File: src/rtl/usr_pkg.sv
// Shared types for the universal shift register sequencer.
package usr_pkg;

    // Immediate operation selected by SEL while idle
    typedef enum logic [1:0] {
        LOAD = 2'b00,
        SHR  = 2'b01,
        SHL  = 2'b10,
        HOLD = 2'b11
    } sel_t;

    // Bit shifted in during a multi-step shift
    typedef enum logic [1:0] {
        SERIAL = 2'b00,
        ZERO   = 2'b01,
        ARITH  = 2'b10,
        ROT    = 2'b11
    } fill_t;

    typedef enum logic {
        IDLE  = 1'b0,
        SHIFT = 1'b1
    } state_t;

    // Bit entering the register. msb is Q[0] and lsb is Q[WIDTH-1].
    // dir is 0 for right and 1 for left.
    function automatic logic fill_bit(fill_t f, logic dir, logic ser,
                                      logic msb, logic lsb);
        logic b;
        case (f)
            SERIAL:  b = ser;
            ZERO:    b = 1'b0;
            ARITH:   b = dir ? 1'b0 : msb;
            default: b = dir ? msb : lsb;
        endcase
        return b;
    endfunction

endpackage

File: src/rtl/usr_cnt.sv
// Loadable down-counter holding the remaining shift count.
module usr_cnt #(
    parameter int CNTW = 6
) (
    input  logic            CLK,
    input  logic            RESET,
    input  logic            load,
    input  logic            dec,
    input  logic [CNTW-1:0] din,
    output logic [CNTW-1:0] cnt,
    output logic            zero
);

    // Load takes precedence over decrement. The count saturates at zero.
    always_ff @(posedge CLK or posedge RESET) begin
        if (RESET)
            cnt <= '0;
        else if (load)
            cnt <= din;
        else if (dec && !zero)
            cnt <= cnt - 1'b1;
    end

    assign zero = (cnt == '0);

endmodule

File: src/rtl/usr_seq.sv
// Universal shift register. It performs one immediate op per idle cycle,
// or a counted multi-step shift that is started by START.
module usr_seq
    import usr_pkg::*;
#(
    parameter int WIDTH = 36,
    parameter int CNTW  = 6
) (
    input  logic            CLK,
    input  logic            RESET,
    input  logic [0:WIDTH-1] D,
    input  logic            S0,
    input  logic            S3,
    input  logic [0:1]      SEL,
    input  logic            START,
    input  logic [0:CNTW-1] COUNT,
    input  logic            DIR,
    input  logic [0:1]      FILL,
    output logic [0:WIDTH-1] Q,
    output logic            SOL,
    output logic            SOR,
    output logic            BUSY,
    output logic            DONE
);

    state_t          state;
    logic            dir_r;
    fill_t           fill_r;
    logic [CNTW-1:0] cnt;
    logic            cnt_zero;
    logic            cnt_load;
    logic            cnt_dec;
    logic            last;
    logic            fb;
    logic [0:WIDTH-1] shifted;

    // Any START seen while idle reloads the count. A count of zero is harmless.
    assign cnt_load = (state == IDLE) && START;
    assign cnt_dec  = (state == SHIFT);
    assign last     = (cnt == CNTW'(1));

    usr_cnt #(.CNTW(CNTW)) u_cnt (
        .CLK   (CLK),
        .RESET (RESET),
        .load  (cnt_load),
        .dec   (cnt_dec),
        .din   (COUNT),
        .cnt   (cnt),
        .zero  (cnt_zero)
    );

    // The serial fill samples S0 or S3 live on every step.
    assign fb      = fill_bit(fill_r, dir_r, dir_r ? S3 : S0, Q[0], Q[WIDTH-1]);
    assign shifted = dir_r ? {Q[1:WIDTH-1], fb} : {fb, Q[0:WIDTH-2]};

    assign SOL = Q[0];
    assign SOR = Q[WIDTH-1];

    // Control FSM and datapath. BUSY and DONE are registered. DONE is a single-cycle strobe.
    always_ff @(posedge CLK or posedge RESET) begin
        if (RESET) begin
            state  <= IDLE;
            Q      <= '0;
            dir_r  <= 1'b0;
            fill_r <= SERIAL;
            BUSY   <= 1'b0;
            DONE   <= 1'b0;
        end else begin
            DONE <= 1'b0;
            case (state)
                IDLE: begin
                    if (START) begin
                        dir_r  <= DIR;
                        fill_r <= fill_t'(FILL);
                        if (COUNT == '0) begin
                            DONE <= 1'b1;
                        end else begin
                            state <= SHIFT;
                            BUSY  <= 1'b1;
                        end
                    end else begin
                        case (sel_t'(SEL))
                            LOAD:    Q <= D;
                            SHR:     Q <= {S0, Q[0:WIDTH-2]};
                            SHL:     Q <= {Q[1:WIDTH-1], S3};
                            default: ;
                        endcase
                    end
                end
                default: begin
                    // The zero guard only matters if the count is somehow lost.
                    // In that case the block drops back to idle and does not shift.
                    if (!cnt_zero)
                        Q <= shifted;
                    if (last || cnt_zero) begin
                        state <= IDLE;
                        BUSY  <= 1'b0;
                        DONE  <= 1'b1;
                    end
                end
            endcase
        end
    end

endmodule

File: config.mk
export PLATFORM = sky130hd
export DESIGN_NAME = usr_seq
export DESIGN_NICKNAME = d
export VERILOG_FILES = /design/src/rtl/usr_pkg.sv /design/src/rtl/usr_cnt.sv /design/src/rtl/usr_seq.sv
export SDC_FILE = /design/constraint.sdc
export NUM_CORES = 1
export LEC_CHECK = 0
export CAP_MARGIN = 20
export CORE_ASPECT_RATIO = 1.75
export CORE_UTILIZATION = 47
export CTS_CLUSTER_DIAMETER = 200
export DETAILED_ROUTE_END_ITERATION = 16
export GPL_TIMING_DRIVEN = 0
export PLACE_DENSITY = 0.8
export SYNTH_ARGS = -nofsm -noshare
export SYNTH_HDL_FRONTEND = slang
export SYNTH_SLANG_ARGS = --single-unit
File: constraint.sdc
create_clock -name CLK -period 4.3 [get_ports CLK]
set_input_delay 1.29 -clock CLK [delete_from_list [all_inputs] [get_ports CLK]]
set_output_delay 1.29 -clock CLK [all_outputs]
set_load 0.01 [all_outputs]
# Word-level counts from Yosys, hierarchy flattened
# Index checks and enable logic that the tools add are counted.
# totals
romBits,0
output_inout_bits,40
ramBits,0
reg_bits,48
latch_bits,0
memories,0
wordCells,55
inputBits,52
# classes
mul,0
reduce_logical,14
eq_ne,9
n_shift,0
div_mod_pow,0
muxes,23
add_sub_neg,1
magnitude_cmp,0
bitwise,1
# ops
operator,n
$mux W36,4
$pmux W36 S3,1
$mux W1,15
$logic_not A6 Y1,2
$mux W6,2
$eq A6 B1 Y1 const B,1
$reduce_and A3 Y1,2
$sub A6 B1 Y6 const B,1
$eq A2 B1 Y1 const B,2
$eq A2 B2 Y1 const B,2
$logic_not A2 Y1,2
$ne A2 B1 Y1 const B,2
$ne A2 B2 Y1 const B,2
$reduce_bool A2 Y1,2
$reduce_bool A4 Y1,1
$pmux W1 S3,1
$logic_and A1 B1 Y1,2
$reduce_and A2 Y1,1
$logic_not A1 Y1,1
$logic_or A1 B1 Y1,1
$not A1 Y1,1

# Longest topological paths before layout
# depth
depth_word,5
depth_mapped,9
mapped_depth_nobuf,6

# Hierarchy
# From an unflattened synthesis, not the netlist that was laid out.
# unflattened
cells_unflattened,418
area_unflattened_um2,3993.8
# modules_own_cells
module,area_per_inst_um2,n_inst,cells_per_inst,seq_area_each_um2
usr_seq,3567.2,1,369,1051.0
usr_cnt,426.7,1,49,150.1

# Worst setup path before layout
# No wires, ideal clock.
# synth_timing
path_kind,input-to-reg
startpoint,input SEL[1] in the netlist's numbering
endpoint,register Q[5] in the netlist's numbering
t_arrival_ps,2470
path_stages,8
path_slack_ps,1756
n_path_buf,2
t_required_ps,4226
setup_time_ps,74
cell_sequence,inv_1 -> ha_1 -> buf_2 -> buf_1 -> nor2_1 -> a211oi_1 -> a21oi_1 -> o21ai_2
# synth_via
elab_chain_len,4
elab_cells_between_ends,8
cone_classes,2 x eq/ne; 3 x mux; 3 x reduce/logical
# synth_rtl
element,line,text
from (decl),usr_seq.sv:14,"input logic [0:1] SEL,"
"$eq A2 B2 Y1, or another cell as far along",usr_seq.sv:82,case (sel_t'(SEL))
$pmux W36 S3,usr_seq.sv:82,
$mux W36,usr_seq.sv:72,if (START) begin
$mux W36,usr_seq.sv:70,case (state)
to (signal assigned),usr_seq.sv:84,"SHR: Q <= {S0, Q[0:WIDTH-2]};"
to (signal assigned),usr_seq.sv:85,"SHL: Q <= {Q[1:WIDTH-1], S3};"
to (signal assigned),usr_seq.sv:94,Q <= shifted;
to (decl),usr_seq.sv:19,"output logic [0:WIDTH-1] Q,"
# Several ways; a longest one is shown, not always the timed one. The select of a mux whose other input is x is not followed.
# A chain may end at the register's enable or synchronous reset.

# Final worst setup path
# Ends and elaborated chain as after synthesis.

==> metrics.md <==
| Metric | Value |
|---|---|
| Nets | 579 |
| Max_cap viols | 0 |
| Post-CTS Setup Bufs | 0 |
| Highest Clock Rate | roughly 320 MHz |
| Final setup violation count | 0 |
| Yosys warns | 0 |
| Starting Density | 48.8% |
| Skew final | 7.16 ps |
| Vias after detailed routing | 3776 |
| Final Power | approximately 3400 uW |
| Syn Inst Count | around 420 |
| Placer Congestion | approximately 0.95 |
| Initial antenna violation count | 0 |
| Setup crit end kind | flop |
| Post-Syn Nets | 480 |
| Cell variety after synth | 35 |
| Top Ports | just over 90 |
| Final Hold Fails | 0 |
| Required time worst endpoint | around 4500 ps |
| Number of remaining DRC errors | 0 |
| Setup TNS | 0 ps |
| Chip width | between 60 and 70 um |
| Leak | around 0.0019 uW |
| Netlist Area Pre-Place | 3560 um2 |
| Sink Count | 48 |
| Clk_lat worst skew | about 300 ps |
| Worst Path Arrival | 3360 ps |
| Worst-path clk slew | around 70 ps |
| CTS root buf | clkbuf_16 |
| Worst-case hold slack | around 520 ps |
| Vert. Die Dim | 117 um |
| Layout cells sized above 1 | around 18% |
| Remaining global-route overflow | 0 |
| TritonCTS buffer count | 5 |
| Status | finished, final reports clean |
| Fin crit period | 3140 ps |
| Synthesis-stage register bit count | 48 |
| # rows | 41 |
| Power Dens Cells | between 700 and 800 nW/um2 |
| 1st-iter DRT viols | between 200 and 300 |
| Final Max Slew Viols | 0 |
| DR vias/cell | 6.21 |
| H-tree Lvls | 2 |
| Post-CTS Resized | 0 |
| RSZ-0062 raised after global routing | false |
| Largest vdd supply drop | 0.365 mV |
| Post-detail-place hpwl | 7.76 mm |
| Gr usage total | 28.0% |
| Count of hold-fix buffers inserted at cts | 0 |
| Port Buffer Count | 91 |
| HP Class | flop to flop |
| Worst-Margin Slew | 549 ps |
| Startpoint Class | input port |
| First-pass DRT Iterations | 5 |
| Area delta synth->final | 33.9% |
| Critical Path Start | SEL[1] |
| Hold path startpoint | BUSY |
| First-pass GRT wire length | about 17 mm |
| Routed Antenna Nets | 0 |
| Period utilization | 73.0% |
| Finished Layout Cells | 608 |
| Largest net degree at the start of global routing | 36 |
| CTS Buffer Depth | 2 |
| Slew margin rel. | 63.1% |
| # placed instances | 600 |
| Vias in the first global route | 3719 |
| Wire per inst | 17.5 um |
| Critical Path Fanout Max | 10 |
| Sequential share of the synthesized area | 33.8% |
| Critical path type | input port to flop |
| Core area | about 7300 um2 |
| WL final | around 11 mm |
| R2r startpoint | u_cnt.cnt[0] |
| Layout fillers | 632 |
| Die area | approximately 8000 um2 |
| TritonCTS clock tree | yes |
| Syn avg cell area | 8.43 um2 |
| Antenna cells | 0 |
synthesized netlist by cell type:
| cell type | instances | area share (%) |
|---|---|---|
| nand2_1 | 57 | 6.0 |
| dfrtp_1 | 48 | 34 |
| nor2_1 | 43 | 4.5 |
| a21oi_1 | 41 | 5.8 |
| a211oi_1 | 38 | 8.0 |
| a22oi_1 | 37 | 7.8 |
| mux2_2 | 33 | 10 |
| o21ai_2 | 24 | 5.9 |
| buf_2 | 15 | 2.1 |
| clkbuf_1 | 11 | 1.2 |
| o21ai_1 | 10 | 1.4 |
| buf_6 | 9 | 2.8 |
| o21ai_0 | 9 | 1.3 |
| inv_1 | 8 | 0.84 |
| ha_1 | 6 | 2.1 |
| nand3_1 | 5 | 0.70 |
| buf_1 | 4 | 0.42 |
| nor3_1 | 3 | 0.42 |
| a31oi_1 | 2 | 0.35 |
| a32oi_1 | 2 | 0.49 |
| buf_4 | 2 | 0.42 |
| o211ai_1 | 2 | 0.42 |
| and2b_1 | 1 | 0.21 |
| mux2i_1 | 1 | 0.28 |
| nand2b_1 | 1 | 0.18 |
| nor2b_1 | 1 | 0.18 |
| nor3b_1 | 1 | 0.21 |
| nor4_1 | 1 | 0.18 |
| o21a_1 | 1 | 0.21 |
| o21bai_1 | 1 | 0.21 |
| o221a_1 | 1 | 0.32 |
| o31ai_1 | 1 | 0.21 |
| or2_0 | 1 | 0.18 |
| or3_1 | 1 | 0.18 |
| or3b_2 | 1 | 0.25 |
final timing paths:
check	endpoint	slack [ps]	cells past startpoint
hold reg to reg	BUSY	520	1
hold / removal	BUSY	520	1
max in group asynchronous	Q[12]	2510	3
setup reg to reg	Q[26]	2530	8
min in group asynchronous	Q[23]	1290	2
setup / recovery	Q[5]	1160	9
where the power goes:
group / switching, uW / internal, uW / leakage (uW)
combinational: 968 / 994 / 0.00120
sequential: 297 / 668 / 0.000599
clock: 178 / 274 / 0.0000798
total: 1440 / 1940 / 0.00188
worst max-delay path: stages:
cell and delay (ps):
clkdlybuf4s50_1 490, inv_1 70, ha_1 280, buf_2 210, buf_1 370, nor2_1 150, a211oi_1 250, a21oi_1 90
o21ai_2 150
routing by layer:
layer	routed length, um	track usage (%)
met2	5820	50.1
met5	0	0
met3	594	3.78
met1	3880	31.1
met4	356	14.7
area by class of cell:
type | instances | area [um2] | share of cell area (%)
Buffer | 41 | 248 | 5.20
Clock buffer | 5 | 125 | 2.63
Clock inverter | 3 | 42.5 | 0.893
Inverter | 8 | 30.0 | 0.630
Multi-Input combinational cell | 325 | 2080 | 43.6
Sequential cell | 48 | 1200 | 25.2
Tap cell | 86 | 108 | 2.26
Timing Repair Buffer | 92 | 931 | 19.5
state kept, by name, summed over array words and instances (netlist names):
register,count
u_cnt.cnt,6
fill_r,2
BUSY,1
DONE,1
cnt_dec,1
dir_r,1
Q,36
cells by family (layout without fill, tap and decap cells):
group,after synthesis,in the layout,synth area share (%)
AO/OA/AOI/OAI,169,169,32.4
AND/OR/NAND/NOR,116,116,13.2
buffers and inverters,49,149,7.81
flip-flops,48,48,33.8
multiplexers,34,34,10.7
adder cells (fa/ha/maj),6,6,2.11
cells in the final DEF, fill, tap and decap left out, drive strengths merged:
cell type / Yosys / layout
clkdlybuf4s50: 0 / 91
nand2: 57 / 57
dfrtp: 48 / 48
nor2: 43 / 43
o21ai: 43 / 43
a21oi: 41 / 41
a211oi: 38 / 38
a22oi: 37 / 37
mux2: 33 / 33
buf: 30 / 31
clkbuf: 11 / 16
inv: 8 / 8
ha: 6 / 6
nand3: 5 / 5
nor3: 3 / 3
a31oi: 2 / 2
o211ai: 2 / 2
a32oi: 2 / 2
or2: 1 / 1
and2b: 1 / 1
o31ai: 1 / 1
o221a: 1 / 1
or3b: 1 / 1
nor2b: 1 / 1
nor3b: 1 / 1
mux2i: 1 / 1
nor4: 1 / 1
or3: 1 / 1
o21a: 1 / 1
o21bai: 1 / 1
nand2b: 1 / 1
clkinvlp: 0 / 1
clkinv: 0 / 1
bufinv: 0 / 1
metrics by stage:
step	setup WS [ps]	cell area, um2	util, %
floorplan	1760	3560	-
global placement	829	4580	62.8
detailed placement	887	4600	63.1
CTS	1170	4760	65.4
global route	1000	4760	65.4
finish	1160	4760	65.4
Power figures use the tool's default switching activity.
